File: src/rtl/ssd_share_arbiter.sv
// ssd_share_arbiter: round-robin owner of the shared 4-digit seven-segment display.
// Ports: clk, reset (sync, active-high), req[2:0], value0..2[15:0] in;
//        grant[2:0], switch_pulse, active, thousands/hundreds/tens/ones[3:0] out (all registered).
module ssd_share_arbiter #(
    parameter int unsigned DWELL      = 100_000_000,
    parameter logic [15:0] IDLE_VALUE = 16'h0000
) (
    input  logic        clk,
    input  logic        reset,
    input  logic [2:0]  req,
    input  logic [15:0] value0,
    input  logic [15:0] value1,
    input  logic [15:0] value2,
    output logic [2:0]  grant,
    output logic        switch_pulse,
    output logic        active,
    output logic [3:0]  thousands,
    output logic [3:0]  hundreds,
    output logic [3:0]  tens,
    output logic [3:0]  ones
);

    localparam int unsigned   CW     = $clog2(DWELL) + 1;
    localparam logic [CW-1:0] RELOAD = CW'(DWELL - 1);

    typedef enum logic [1:0] {
        S_IDLE,
        S_DWELL,
        S_OPEN
    } state_t;

    state_t        state_q, state_d;
    logic [1:0]    last_q, last_d;
    logic [CW-1:0] cnt_q, cnt_d;
    logic [2:0]    grant_q, grant_d;
    logic          pulse_q, pulse_d;
    logic          active_q;
    logic [15:0]   digits_q, digits_d;

    logic          open_eval;
    logic          do_grant;
    logic [1:0]    win;
    logic [2:0]    others;

    function automatic logic [1:0] inc3(input logic [1:0] x);
        return (x == 2'd2) ? 2'd0 : x + 2'd1;
    endfunction

    function automatic logic [2:0] onehot(input logic [1:0] x);
        return 3'b001 << x;
    endfunction

    // First set bit of m in the order base+1, base+2, base (mod 3).
    // Callers only use the result when m is nonzero.
    function automatic logic [1:0] pick(input logic [1:0] base,
                                        input logic [2:0] m);
        logic [1:0] a;
        logic [1:0] b;
        a = inc3(base);
        b = inc3(a);
        if (m[a])      return a;
        else if (m[b]) return b;
        else           return base;
    endfunction

    // While a grant is held, last_q is the current owner.
    assign others = req & ~onehot(last_q);

    always_comb begin
        state_d   = state_q;
        last_d    = last_q;
        cnt_d     = cnt_q;
        grant_d   = grant_q;
        pulse_d   = 1'b0;
        open_eval = 1'b0;
        do_grant  = 1'b0;
        win       = last_q;

        unique case (state_q)
            S_IDLE: begin
                if (|req) begin
                    do_grant = 1'b1;
                    win      = pick(last_q, req);
                end
            end
            S_DWELL: begin
                if (cnt_q != '0) cnt_d = cnt_q - 1'b1;
                else             open_eval = 1'b1;
            end
            S_OPEN: open_eval = 1'b1;
            default: begin
                state_d = S_IDLE;
                grant_d = 3'b000;
            end
        endcase

        // Competitors beat the owner; owner keeps it only if nobody else asks.
        if (open_eval) begin
            if (|others) begin
                do_grant = 1'b1;
                win      = pick(last_q, others);
            end else if (req[last_q]) begin
                state_d = S_OPEN;
            end else begin
                state_d = S_IDLE;
                grant_d = 3'b000;
            end
        end

        if (do_grant) begin
            last_d  = win;
            grant_d = onehot(win);
            cnt_d   = RELOAD;
            state_d = S_DWELL;
            pulse_d = 1'b1;
        end
    end

    // Digits follow the next-state owner so they change on the grant edge.
    always_comb begin
        digits_d = IDLE_VALUE;
        case (grant_d)
            3'b001:  digits_d = value0;
            3'b010:  digits_d = value1;
            3'b100:  digits_d = value2;
            default: digits_d = IDLE_VALUE;
        endcase
    end

    always_ff @(posedge clk) begin
        if (reset) begin
            state_q  <= S_IDLE;
            last_q   <= 2'd2;
            cnt_q    <= '0;
            grant_q  <= 3'b000;
            pulse_q  <= 1'b0;
            active_q <= 1'b0;
            digits_q <= IDLE_VALUE;
        end else begin
            state_q  <= state_d;
            last_q   <= last_d;
            cnt_q    <= cnt_d;
            grant_q  <= grant_d;
            pulse_q  <= pulse_d;
            active_q <= |grant_d;
            digits_q <= digits_d;
        end
    end

    assign grant        = grant_q;
    assign switch_pulse = pulse_q;
    assign active       = active_q;
    assign thousands    = digits_q[15:12];
    assign hundreds     = digits_q[11:8];
    assign tens         = digits_q[7:4];
    assign ones         = digits_q[3:0];

endmodule

File: config.mk
export PLATFORM = sky130hd
export DESIGN_NAME = ssd_share_arbiter
export DESIGN_NICKNAME = d
export VERILOG_FILES = /design/src/rtl/ssd_share_arbiter.sv
export SDC_FILE = /design/constraint.sdc
export NUM_CORES = 1
export LEC_CHECK = 0
export ABC_CLOCK_PERIOD_IN_PS = 5900
export BUFFER_PORTS_ARGS = -buffer_cell sky130_fd_sc_hd__buf_4
export CORE_ASPECT_RATIO = 1.2
export CORE_MARGIN = 3
export CORE_UTILIZATION = 40
export CTS_CLUSTER_SIZE = 10
export DETAILED_ROUTE_END_ITERATION = 10
export PLACE_DENSITY_LB_ADDON = 0.12
export SLEW_MARGIN = 20
export SYNTH_ARGS = -nofsm -noshare
export SYNTH_HDL_FRONTEND = slang
export SYNTH_SLANG_ARGS = --single-unit
export TNS_END_PERCENT = 100
File: constraint.sdc
create_clock -name clk -period 5.9 [get_ports clk]
set_input_delay 0.885 -clock clk [delete_from_list [all_inputs] [get_ports clk]]
set_output_delay 0.885 -clock clk [all_outputs]
set_load 0.01 [all_outputs]
Yosys cells after proc, flatten, opt, wreduce, memory -nomap -nowiden
Index checks and enable logic that the tools add are counted.
- register bits: 53
- add/subtract/negate cells: 3
- order comparisons: 3
- equality and inequality tests: 7
- shifts and indexed selects: 2
- multiplexer cells: 41
- bitwise gates (word level): 2
- reduce and logical (&&, ||, !) cells: 11
- operators by type and width (operator ; number):
    two-way mux 27 bit ; 3
    one-hot mux 16 bit (3 select lines) ; 1
    two-way mux 2 bit ; 14
    nonzero test 28 bit ; 1
    subtractor 28 x 1 -> 28 bit (second input constant) ; 1
    two-way mux 3 bit ; 5
    two-way mux 1 bit ; 12
    OR reduction 3 bit ; 4
    binary-select mux 1 bit (select 2 bit) ; 5
    less-than comparator 2 x 3 -> 1 bit (second input constant) ; 3
    == test 2 bit (second input constant) ; 3
    << shifter 1 x 2 -> 3 bit (first input constant) ; 2
    adder 2 x 1 -> 2 bit (second input constant) ; 2
    AND reduction 2 bit ; 2
    nonzero test 2 bit ; 2
    bitwise AND 3 bit ; 1
    == test 3 x 1 -> 1 bit (second input constant) ; 1
    == test 3 x 2 -> 1 bit (second input constant) ; 1
    == test 3 bit (second input constant) ; 1
    NOT 3 bit ; 1
    == test 2 x 1 -> 1 bit (second input constant) ; 1
    zero test 2 bit ; 1
    one-hot mux 1 bit (2 select lines) ; 1
    OR reduction 2 bit ; 1

Depth between registers and ports, before layout
Gate-level depths: netlist (run 1).
- depth after elaboration: 16
- mapped depth: 11

Worst setup path before layout (run 1)
OpenSTA, ideal clock, no wires.
- kind: input to register
- start: input port req[0]
- end: register digits_q[10]
- data arrival time: 2.853 ns
- data required time: 5.774 ns
- setup slack: 2.921 ns
- stages on the path: 9
- buffers on the path: 2
- path through: buf_2 -> mux2i_1 -> a211o_1 -> a2111oi_4 -> nor4_2 -> a32o_2 -> buf_4 -> a222oi_1 -> a21oi_1
- cells in the longest elaborated chain, start to end: 12
- ends and longest elaborated chain (element ; RTL line ; RTL):
    start, declared ; 10 ; input logic [2:0] req,
    binary-select mux 1 bit (select 2 bit) ; 62 ; else if (m[b]) return b;
    two-way mux 1 bit (not written as such) ; 62 ;
    two-way mux 2 bit ; 62 ;
    two-way mux 2 bit ; 61 ; if (m[a]) return a;
    two-way mux 2 bit ; 81 ; if (|req) begin
    two-way mux 2 bit ; 79 ; unique case (state_q)
    two-way mux 2 bit ; 99 ; if (|others) begin
    two-way mux 2 bit ; 98 ; if (open_eval) begin
    << shifter 1 x 2 -> 3 bit ; 50 ; return 3'b001 << x;
    two-way mux 3 bit * ; 110 ; if (do_grant) begin
    == test 3 bit (tied with other cells) ; 122 ; case (grant_d)
    one-hot mux 16 bit (3 select lines) * ; 122 ;
    end signal, assigned ; 146 ; digits_q <= digits_d;
    end, declared ; 38 ; logic [15:0] digits_q, digits_d;
Every way passes the cells marked *; elsewhere a longest branch is shown, timed or not. The select of a mux whose other input is x is not followed.
A chain may end at the register's enable or synchronous reset.

Final worst setup path (run 1)
- start: input port req[0]
- end: register digits_q[1]
The elaborated chain is that of the path after synthesis.

==> results of run 1 <==
through the flow:
step / utilization, % / hold WS, ps / cells / instance area, um^2 / worst slack, ps
after floorplan: - / 476 / 326 / 2850 / 2920
after global placement: 50.1 / 499 / 469 / 3460 / 2590
after detailed placement: 50.1 / 503 / 469 / 3460 / 2550
after CTS: 51.4 / 521 / 476 / 3540 / 2870
after global routing: 51.5 / 544 / 476 / 3550 / 2540
final: 51.5 / 523 / 476 / 3550 / 2780
cells in the final DEF, fill, tap and decap left out, types with 4 or more instances in the layout:
cell and n:
nand2_1 29, a222oi_1 16, nand3_1 4, nor4_2 4
nor2_1 30, a22o_1 16, nor4_1 7, ha_1 6
xnor2_1 22, inv_1 5, or3_1 4, buf_4 77
dfxtp_1 53, clkbuf_8 6, xor2_1 5, a21oi_1 40
o21ai_0 4, nor3_1 9
layout make-up:
type                            instances  area (um^2)
Tap cell                               87          109
Sequential cell                        53         1060
Inverter                                5         18.8
Clock buffer                            7         86.3
Multi-Input combinational cell        247         1700
Fill cell                             692         3350
Timing Repair Buffer                   77          578
layer usage:
| layer | wire length, um | global-route usage [%] |
|---|---|---|
| met5 | 0 | 0 |
| met4 | 102 | 5.79 |
| met3 | 435 | 4.26 |
| met2 | 3860 | 31.9 |
| met1 | 3200 | 22.0 |
worst paths after layout:
kind	from	endpoint	slack, ps	depth (start not counted)
worst max register to register	cnt_q[0]	digits_q[1]	2940	9
worst max-delay path	req[0]	digits_q[1]	2780	8
worst min register to register	cnt_q[3]	cnt_q[3]	520	2
worst min-delay path	cnt_q[3]	cnt_q[3]	520	2
logic make-up after synthesis:
family	count (synthesis)
fa+ha+maj	6
flops	53
compound gates	98
xor+xnor	27
mux	3
buf+inv	26
simple gates	113
critical path: stages:
cell       delay (ps)
buf_4             140
nor3_1            330
a211o_1           240
a2111oi_4         130
nor4_2            540
and3b_1           690
a222oi_1          200
a21oi_1           190
flip-flops by register name, indices dropped and copies added (netlist names):
name / count
digits_q: 16
switch_pulse: 1
cnt_q: 28
last_q: 2
state_q: 2
active: 1
grant: 3
power groups by stage:
stage	clock network, uW	logic, uW	registers [uW]
after floorplan	0	137	426
after detailed placement	0	229	424
after global routing	229	252	421
after CTS	218	231	416
after global placement	0	228	423
final	213	230	415
==> reports/qor.csv, run 1 <==
metric,value,unit
outcome,completed,
drt first pass iters,7,
f_max,321,MHz
Post-CTS Hold Buffers,0,
postcts setup bufs,0,
Seq cells post-synth,53,
Pwr Density,242,mW/mm^2
crit start category,input port,
Internal Pwr Total,596,uW
Ys Warns,0,
final hold viol count,0,
sequential share of power,48.4,%
n_diodes,0,
Synth Area in Simple Gates,21.5,%
max-cap violation count,0,
CTS sink cnt,53,
Total Wirelength,7600,um
cell with the most instances after synthesis,dfxtp_1,
Rel. slew slack,48.8,%
Mapped Area,0.00285,mm^2
Logic pwr share,26.8,%
total gr overflow,0,
"area leader, netlist",dfxtp_1,
Layout area overhead,24.4,%
Final ANT Viol Nets,0,
Post-Synth Adder-Cell Area,2.63,%
share of the synthesized area in the top cell type,37.2,%
P_sw,262,uW
XOR/XNOR Fraction of Synth Area,8.29,%
clk root buf,clkbuf_8,
P_leak,0.00138,uW
Total Die Area,0.00819,mm^2
part of the Yosys area used for sequential elements,37.2,%
Netlist cell types,55,
Post-synth EDFFs,0,
largest family of logic cells by synthesized area,compound AO/OA/AOI/OAI gates,
Mapped Cells,326,
clk slew on worst S/H paths,100,ps
Worst-Skew Late Latency,310,ps
CTS resizes,0,
crit-path max FO,16,
measured slew at the worst slew-check pin,767,ps
DR DRC count,0,
total track usage,18.2,%
# setup viols final,0,
CTS tree,done,
Post-synth top cells,"53 x dfxtp_1, 40 x a21oi_1, 30 x nor2_1, 29 x nand2_1, 22 x xnor2_1",
fraction of registers with async set/reset,0,%
net count after synthesis,385,
width of the die,83.1,um
switching share of power,30.6,%
Clock power frac,24.8,%
proportion of layout cells with a drive suffix above 1,24.4,%
Critical Path RT,6150,ps
Core Footprint,0.00690,mm^2
Setup TNS,0,ps
CP Capture Type,flip-flop,
initial antenna violation count,0,
Final min period,3120,ps
TritonCTS Buffers,5,
Boundary Pins,74,
CTS H-tree lvls,2,
first-pass GRT wire length,12500,um
Pins Over Slew Limit,0,
VDD IR max,0.101,mV
Compound-Gate Fraction of Synth Area,25.4,%
Area contributors post-synth,"dfxtp_1 37%, a21oi_1 7.0%, xnor2_1 6.8%",
vias in the first global route,2589,
mux cell area share after synthesis,1.05,%
Worst Skew,12.7,ps
Worst Hold Class,flip-flop to flip-flop,
port buffer count,73,
Final Power,858,uW
DR vias/cell,5.73,
DP HPWL,5290,um
Detailed Route Iter0 Violations,236,
pin count of the biggest net entering global routing,31,
Via Count,2728,
gp weighted congestion,0.771,
NumNets Final,448,
Crit Path Class,input port to flip-flop,
CP Data Arrival Time,3360,ps
RSZ-0062 raised after global routing,false,
Die Ht,98.5,um
initial core utilization,41.4,%
clock buffer depth,2,
Most used DFF post-synth,dfxtp_1,
Tcrit/Tclk final,52.8,%
Routed wire per std cell,16.0,um
Avg Synthesized Cell Area,8.75,um^2
Cell Rows,33,
Power figures use the tool's default switching activity.
==> run 2: changes to the inputs <==
--- a/config.mk
+++ b/config.mk
@@ -5,7 +5,7 @@
 export SDC_FILE = /design/constraint.sdc
 export NUM_CORES = 1
 export LEC_CHECK = 0
-export ABC_CLOCK_PERIOD_IN_PS = 5900
+export ABC_CLOCK_PERIOD_IN_PS = 2650
 export BUFFER_PORTS_ARGS = -buffer_cell sky130_fd_sc_hd__buf_4
 export CORE_ASPECT_RATIO = 1.2
 export CORE_MARGIN = 3
==> constraint.sdc (replaced) <==
create_clock -name clk -period 2.65 [get_ports clk]
set_input_delay 0.3975 -clock clk [delete_from_list [all_inputs] [get_ports clk]]
set_output_delay 0.3975 -clock clk [all_outputs]
set_load 0.01 [all_outputs]
==> reports/qor.csv, run 2 (same netlist as run 1, synthesis figures left out) <==
metric,value,unit,change
outcome,completed,,
Core Footprint,0.00690,mm^2,unchanged
most frequent cells in the layout,"96 x buf_4, 50 x dfxtp_1, 40 x a21oi_1",,
reg2reg end,digits_q[14],,
total gr overflow,0,,unchanged
final hold viol count,0,,unchanged
DR vias/cell,5.68,,-0.84%
Final ANT Viol Nets,0,,unchanged
max reg flops,28,,unchanged
port buffer count,73,,unchanged
Fillers,649,,-6.2%
Cell Rows,33,,unchanged
switching share of power,30.1,%,-0.51 points
Routed wire per std cell,16.2,um,+1.7%
placed cell areas,0.00357,mm^2,+3.2%
Final Core Density,55.6,%,+4.2 points
width of the die,83.1,um,unchanged
Detailed Route Iter0 Violations,247,,+4.7%
pin count of the biggest net entering global routing,31,,unchanged
VDD IR max,0.263,mV,+160%
clk root buf,clkbuf_8,,
RR Startpoint,cnt_q[0],,
CTS tree,done,,
# setup viols final,0,,unchanged
crit-path max cell delay,480,ps,-210 ps
Reg area,0.00106,mm^2,+0.35%
Crit Path Class,flip-flop to flip-flop,,
final worst-path setup slack,145,ps,-2640 ps
total track usage,18.9,%,+0.69 points
worst r2r path cells,9,,unchanged
first-pass GRT wire length,13000,um,+4.5%
final instance area,0.00383,mm^2,+8.1%
CTS sink cnt,53,,unchanged
CP endpoint,digits_q[14],,
Final min period,2510,ps,
CP startpoint,cnt_q[0],,
DP HPWL,5630,um,+6.5%
crit start category,flip-flop,,
Worst Hold Class,input port to flip-flop,,
clock buffer depth,2,,unchanged
NumNets Final,469,,+4.7%
CP max-delay cell,a2111oi_4,,
max-cap violation count,0,,unchanged
"most common cell after layout, fill and taps aside",buf_4,,
Layout area overhead,34.4,%,
proportion of layout cells with a drive suffix above 1,31.4,%,+7.0 points
CP Capture Type,flip-flop,,
largest register by flop count,cnt_q,,
Die Ht,98.5,um,unchanged
P_sw,630,uW,+140%
gp weighted congestion,0.823,,+6.7%
register-to-register setup slack,140,ps,-2800 ps
clk slew on worst S/H paths,110,ps,about the same
Clock power frac,28.6,%,+3.8 points
Post-CTS Hold Buffers,0,,unchanged
TritonCTS Buffers,5,,unchanged
Pins Over Slew Limit,0,,unchanged
n_diodes,0,,unchanged
f_max,399,MHz,
Final Power,2090,uW,+140%
Via Count,2830,,+3.7%
Rel. slew slack,69.7,%,+21 points
Pwr Density,546,mW/mm^2,+130%
CTS H-tree lvls,2,,unchanged
initial antenna violation count,0,,unchanged
DR DRC count,0,,unchanged
Total Wirelength,8090,um,+6.4%
CP Data Arrival Time,2720,ps,-640 ps
Internal Pwr Total,1460,uW,+150%
crit-path max FO,8,,-8
P_leak,0.00153,uW,+11%
measured slew at the worst slew-check pin,454,ps,-314 ps
Worst-Skew Late Latency,320,ps,about the same
Boundary Pins,74,,unchanged
Worst Skew,17.0,ps,+4.34 ps
initial core utilization,41.4,%,unchanged
vias in the first global route,2765,,+6.8%
Tcrit/Tclk final,94.5,%,
CP cell instances,inv_2 > ha_4 > nor4b_4 > nand4_1 > a2111oi_4 > nor4_4 > a32o_2 > a222oi_1 > a21oi_1,,
Critical Path RT,2870,ps,-3280 ps
drt first pass iters,5,,-2
DP Worst Slack,39.6,ps,-2510 ps
Logic pwr share,26.9,%,about the same
sequential share of power,44.5,%,-3.9 points
Multi-input gate area,0.00178,mm^2,+5.1%
Total Die Area,0.00819,mm^2,unchanged
==> run 2: changes by cell type in the layout (fill, tap and decap cells not counted), moves of 2 or more <==
| cell | before | now |
|---|---|---|
| nor4_2 | 4 | 2 |
| inv_1 | 5 | 3 |
| dfxtp_2 | 0 | 3 |
| buf_4 | 77 | 96 |
| nor4_4 | 1 | 4 |
| dfxtp_1 | 53 | 50 |
| inv_2 | 0 | 2 |
==> run 2: final cells by class <==
| type | instances | share of cell area (%) |
|---|---|---|
| inverters | 5 | 0.489 |
| multi-input cells | 248 | 46.5 |
| clock buffers | 6 | 2.15 |
| well taps | 87 | 2.84 |
| clock inverters | 2 | 0.979 |
| repair buffers | 97 | 19.3 |
| flip-flops and latches | 53 | 27.8 |
==> run 2: what timing repair did <==
item / 4_1_cts / 5_1_grt
endpoints found under the setup margin: 0 / 18
buffers inserted: 0 / 7
gates resized for setup: 0 / 18
==> run 2: worst min path at each step <==
stage,startpoint,end,cells after the start
after global placement,cnt_q[17],cnt_q[17],2
after floorplan,cnt_q[3],cnt_q[3],2
final,value0[0],digits_q[0],3
after detailed placement,cnt_q[17],cnt_q[17],2
after CTS,value0[1],digits_q[1],3
after global routing,value0[8],digits_q[8],3
==> run 2: stage by stage <==
step,setup TNS [ps],std cells,hold slack (ps)
final,0,498,364
after global routing,-97.9,498,380
after CTS,0,490,370
after detailed placement,0,482,514
after global placement,0,482,504
after floorplan,0,326,476
==> run 2: power by group through the flow <==
stage | clock network (uW) | registers [uW] | logic [uW]
global route | 630 | 942 | 621
finish | 599 | 932 | 563
floorplan | 0 | 949 | 305
detailed placement | 0 | 944 | 529
global placement | 0 | 943 | 525
CTS | 610 | 927 | 532
==> run 2: layer usage <==
metal	GRT usage [%]	part of all wire, %	routed length, um	vias to the layer above
met1	21.8	42	3360	1332
li1	-	-	-	1393
met3	4.10	5.6	454	13
met5	0	0	0	-
met2	34.4	51	4110	92
met4	6.29	2.0	161	0
==> run 2: worst max-delay path: cells and delay by family (launching register included) <==
kind | cells | cell delay (ps)
buffers and inverters | 1 | 70
flip-flops | 1 | 340
AO/OA/AOI/OAI | 4 | 1300
AND/OR/NAND/NOR | 3 | 560
adder cells (fa/ha/maj) | 1 | 130
==> run 3: changes to the inputs <==
--- a/config.mk
+++ b/config.mk
@@ -12,7 +12,7 @@
 export CORE_UTILIZATION = 40
 export CTS_CLUSTER_SIZE = 10
 export DETAILED_ROUTE_END_ITERATION = 10
-export PLACE_DENSITY_LB_ADDON = 0.12
+export PLACE_DENSITY = 0.66
 export SLEW_MARGIN = 20
 export SYNTH_ARGS = -nofsm -noshare
 export SYNTH_HDL_FRONTEND = slang
==> reports/qor.csv, run 3 (same netlist as run 1, synthesis figures left out) <==
metric,value,unit,change
Pwr Density,514,mW/mm^2,-6.0%
Pins Over Slew Limit,0,,unchanged
CTS sink cnt,53,,unchanged
max reg flops,28,,unchanged
max-cap violation count,0,,unchanged
Core Footprint,0.00690,mm^2,unchanged
DP HPWL,5550,um,-1.4%
"most common cell after layout, fill and taps aside",buf_4,,
CTS H-tree lvls,2,,unchanged
Total Die Area,0.00819,mm^2,unchanged
Clock power frac,24.0,%,-4.6 points
crit-path max FO,10,,+2
Total Wirelength,7850,um,-3.0%
Via Count,2821,,-0.32%
proportion of layout cells with a drive suffix above 1,30.8,%,-0.56 points
CTS tree,done,,
DR vias/cell,5.65,,-0.52%
hold wc startpoint,value0[2],,
Final ANT Viol Nets,0,,unchanged
Bufs and invs on worst path,0,,-1
initial core utilization,41.4,%,unchanged
largest register by flop count,cnt_q,,
Rel. slew slack,52.9,%,-17 points
final hold viol count,0,,unchanged
Die Ht,98.5,um,unchanged
Internal Pwr Total,1340,uW,-8.4%
Layout area overhead,33.9,%,
initial antenna violation count,0,,unchanged
drt first pass iters,4,,-1
Final Power,1960,uW,-6.3%
width of the die,83.1,um,unchanged
Detailed Route Iter0 Violations,160,,-35%
clk root buf,clkbuf_8,,
total track usage,18.9,%,+0.039 points
CP cell instances,mux2i_1 > a211o_1 > a2111oi_4 > nor4_4 > a32o_2 > a222oi_1 > a21oi_1,,
CP Data Arrival Time,2700,ps,-20 ps
register-to-register setup slack,150,ps,about the same
outcome,completed,,
Critical Path RT,2850,ps,-20 ps
Routed wire per std cell,15.7,um,-3.2%
CP max-delay cell,dfxtp_1,,
Fillers,652,,+0.46%
Post-CTS Hold Buffers,0,,unchanged
pin count of the biggest net entering global routing,31,,unchanged
Crit Path Class,flip-flop to flip-flop,,
measured slew at the worst slew-check pin,707,ps,+253 ps
gp weighted congestion,0.830,,+0.80%
Worst Hold Class,input port to flip-flop,,
crit start category,flip-flop,,
NumNets Final,470,,+0.21%
RR Startpoint,last_q[1],,
P_leak,0.00153,uW,-0.27%
vias in the first global route,2680,,-3.1%
Cell Rows,33,,unchanged
Logic pwr share,28.6,%,+1.7 points
crit-path max cell delay,540,ps,+60 ps
switching share of power,31.7,%,+1.6 points
DR DRC count,0,,unchanged
port buffer count,73,,unchanged
f_max,400,MHz,+0.29%
# setup viols final,0,,unchanged
"delay-heaviest family, CP",compound AO/OA/AOI/OAI gates,,
clock buffer depth,2,,unchanged
Boundary Pins,74,,unchanged
sequential share of power,47.4,%,+2.9 points
Worst Skew,10.7,ps,-6.37 ps
first-pass GRT wire length,13100,um,+0.21%
most frequent cells in the layout,"96 x buf_4, 52 x dfxtp_1, 40 x a21oi_1",,
n_diodes,0,,unchanged
Worst-Skew Late Latency,310,ps,about the same
VDD IR max,0.242,mV,-7.7%
clk slew on worst S/H paths,100,ps,about the same
total gr overflow,0,,unchanged
CP startpoint,last_q[1],,
Hold Slack,375,ps,+11.3 ps
TritonCTS Buffers,5,,unchanged
CP Capture Type,flip-flop,,
P_sw,621,uW,-1.4%
Tcrit/Tclk final,94.3,%,-0.28 points
Final min period,2500,ps,-7.32 ps
run 3: cell types whose count changed in the layout (fill, tap and decap cells not counted), moves of 2 or more:
cell,previous run,this run
dfxtp_2,3,1
dfxtp_1,50,52
inv_1,3,5
inv_2,2,0
run 3: path summary, 6_finish.rpt:
| check | depth (start not counted) | end |
|---|---|---|
| worst max-delay path | 7 | digits_q[15] |
| worst min-delay path | 3 | digits_q[2] |
| worst max register to register | 7 | digits_q[15] |
| worst min register to register | 2 | cnt_q[17] |
run 3: repair_timing:
action / CTS / global route
pin swaps: 2 / 12
buffers inserted: 1 / 1
resized for setup: 5 / 9
endpoints found under the setup margin: 16 / 20
gates cloned: 1 / 0
run 3: worst min-delay path: cells and delay by family:
family          cells  cell delay [ps]
buf+inv             1               80
compound gates      2              170
run 3: power groups by stage:
stage	combinational, uW	clock [uW]	sequential [uW]
global placement	524	0	942
detailed placement	535	0	944
finish	561	472	930
CTS	550	493	928
floorplan	305	0	949
global route	619	515	939
run 3: cell type report:
| cell class | count | area (um^2) | area share (%) |
|---|---|---|---|
| Multi-Input combinational cell | 248 | 1790 | 46.8 |
| Sequential cell | 53 | 1060 | 27.8 |
| Timing Repair Buffer | 98 | 752 | 19.7 |
| Tap cell | 87 | 109 | 2.85 |
| Clock buffer | 5 | 68.8 | 1.80 |
| Clock inverter | 3 | 21.3 | 0.557 |
| Inverter | 5 | 18.8 | 0.491 |
run 3: routing by layer:
layer,part of all wire [%],vias up,global-route usage (%)
met3,5.5,12,4.18
met2,50,82,33.4
met4,2.1,0,5.79
met1,43,1331,22.9
li1,-,1396,-
met5,0,-,0
run 3: metrics by stage:
step	instances	TNS, ps	area, um^2	setup slack (ps)	util (%)
after floorplan	326	0	2850	158	-
after global placement	488	0	3610	0.334	52.4
after detailed placement	488	-2000	3620	-153	52.5
after CTS	498	0	3760	24.3	54.5
after global routing	499	-26.1	3820	-13.0	55.4
final	499	0	3820	152	55.4
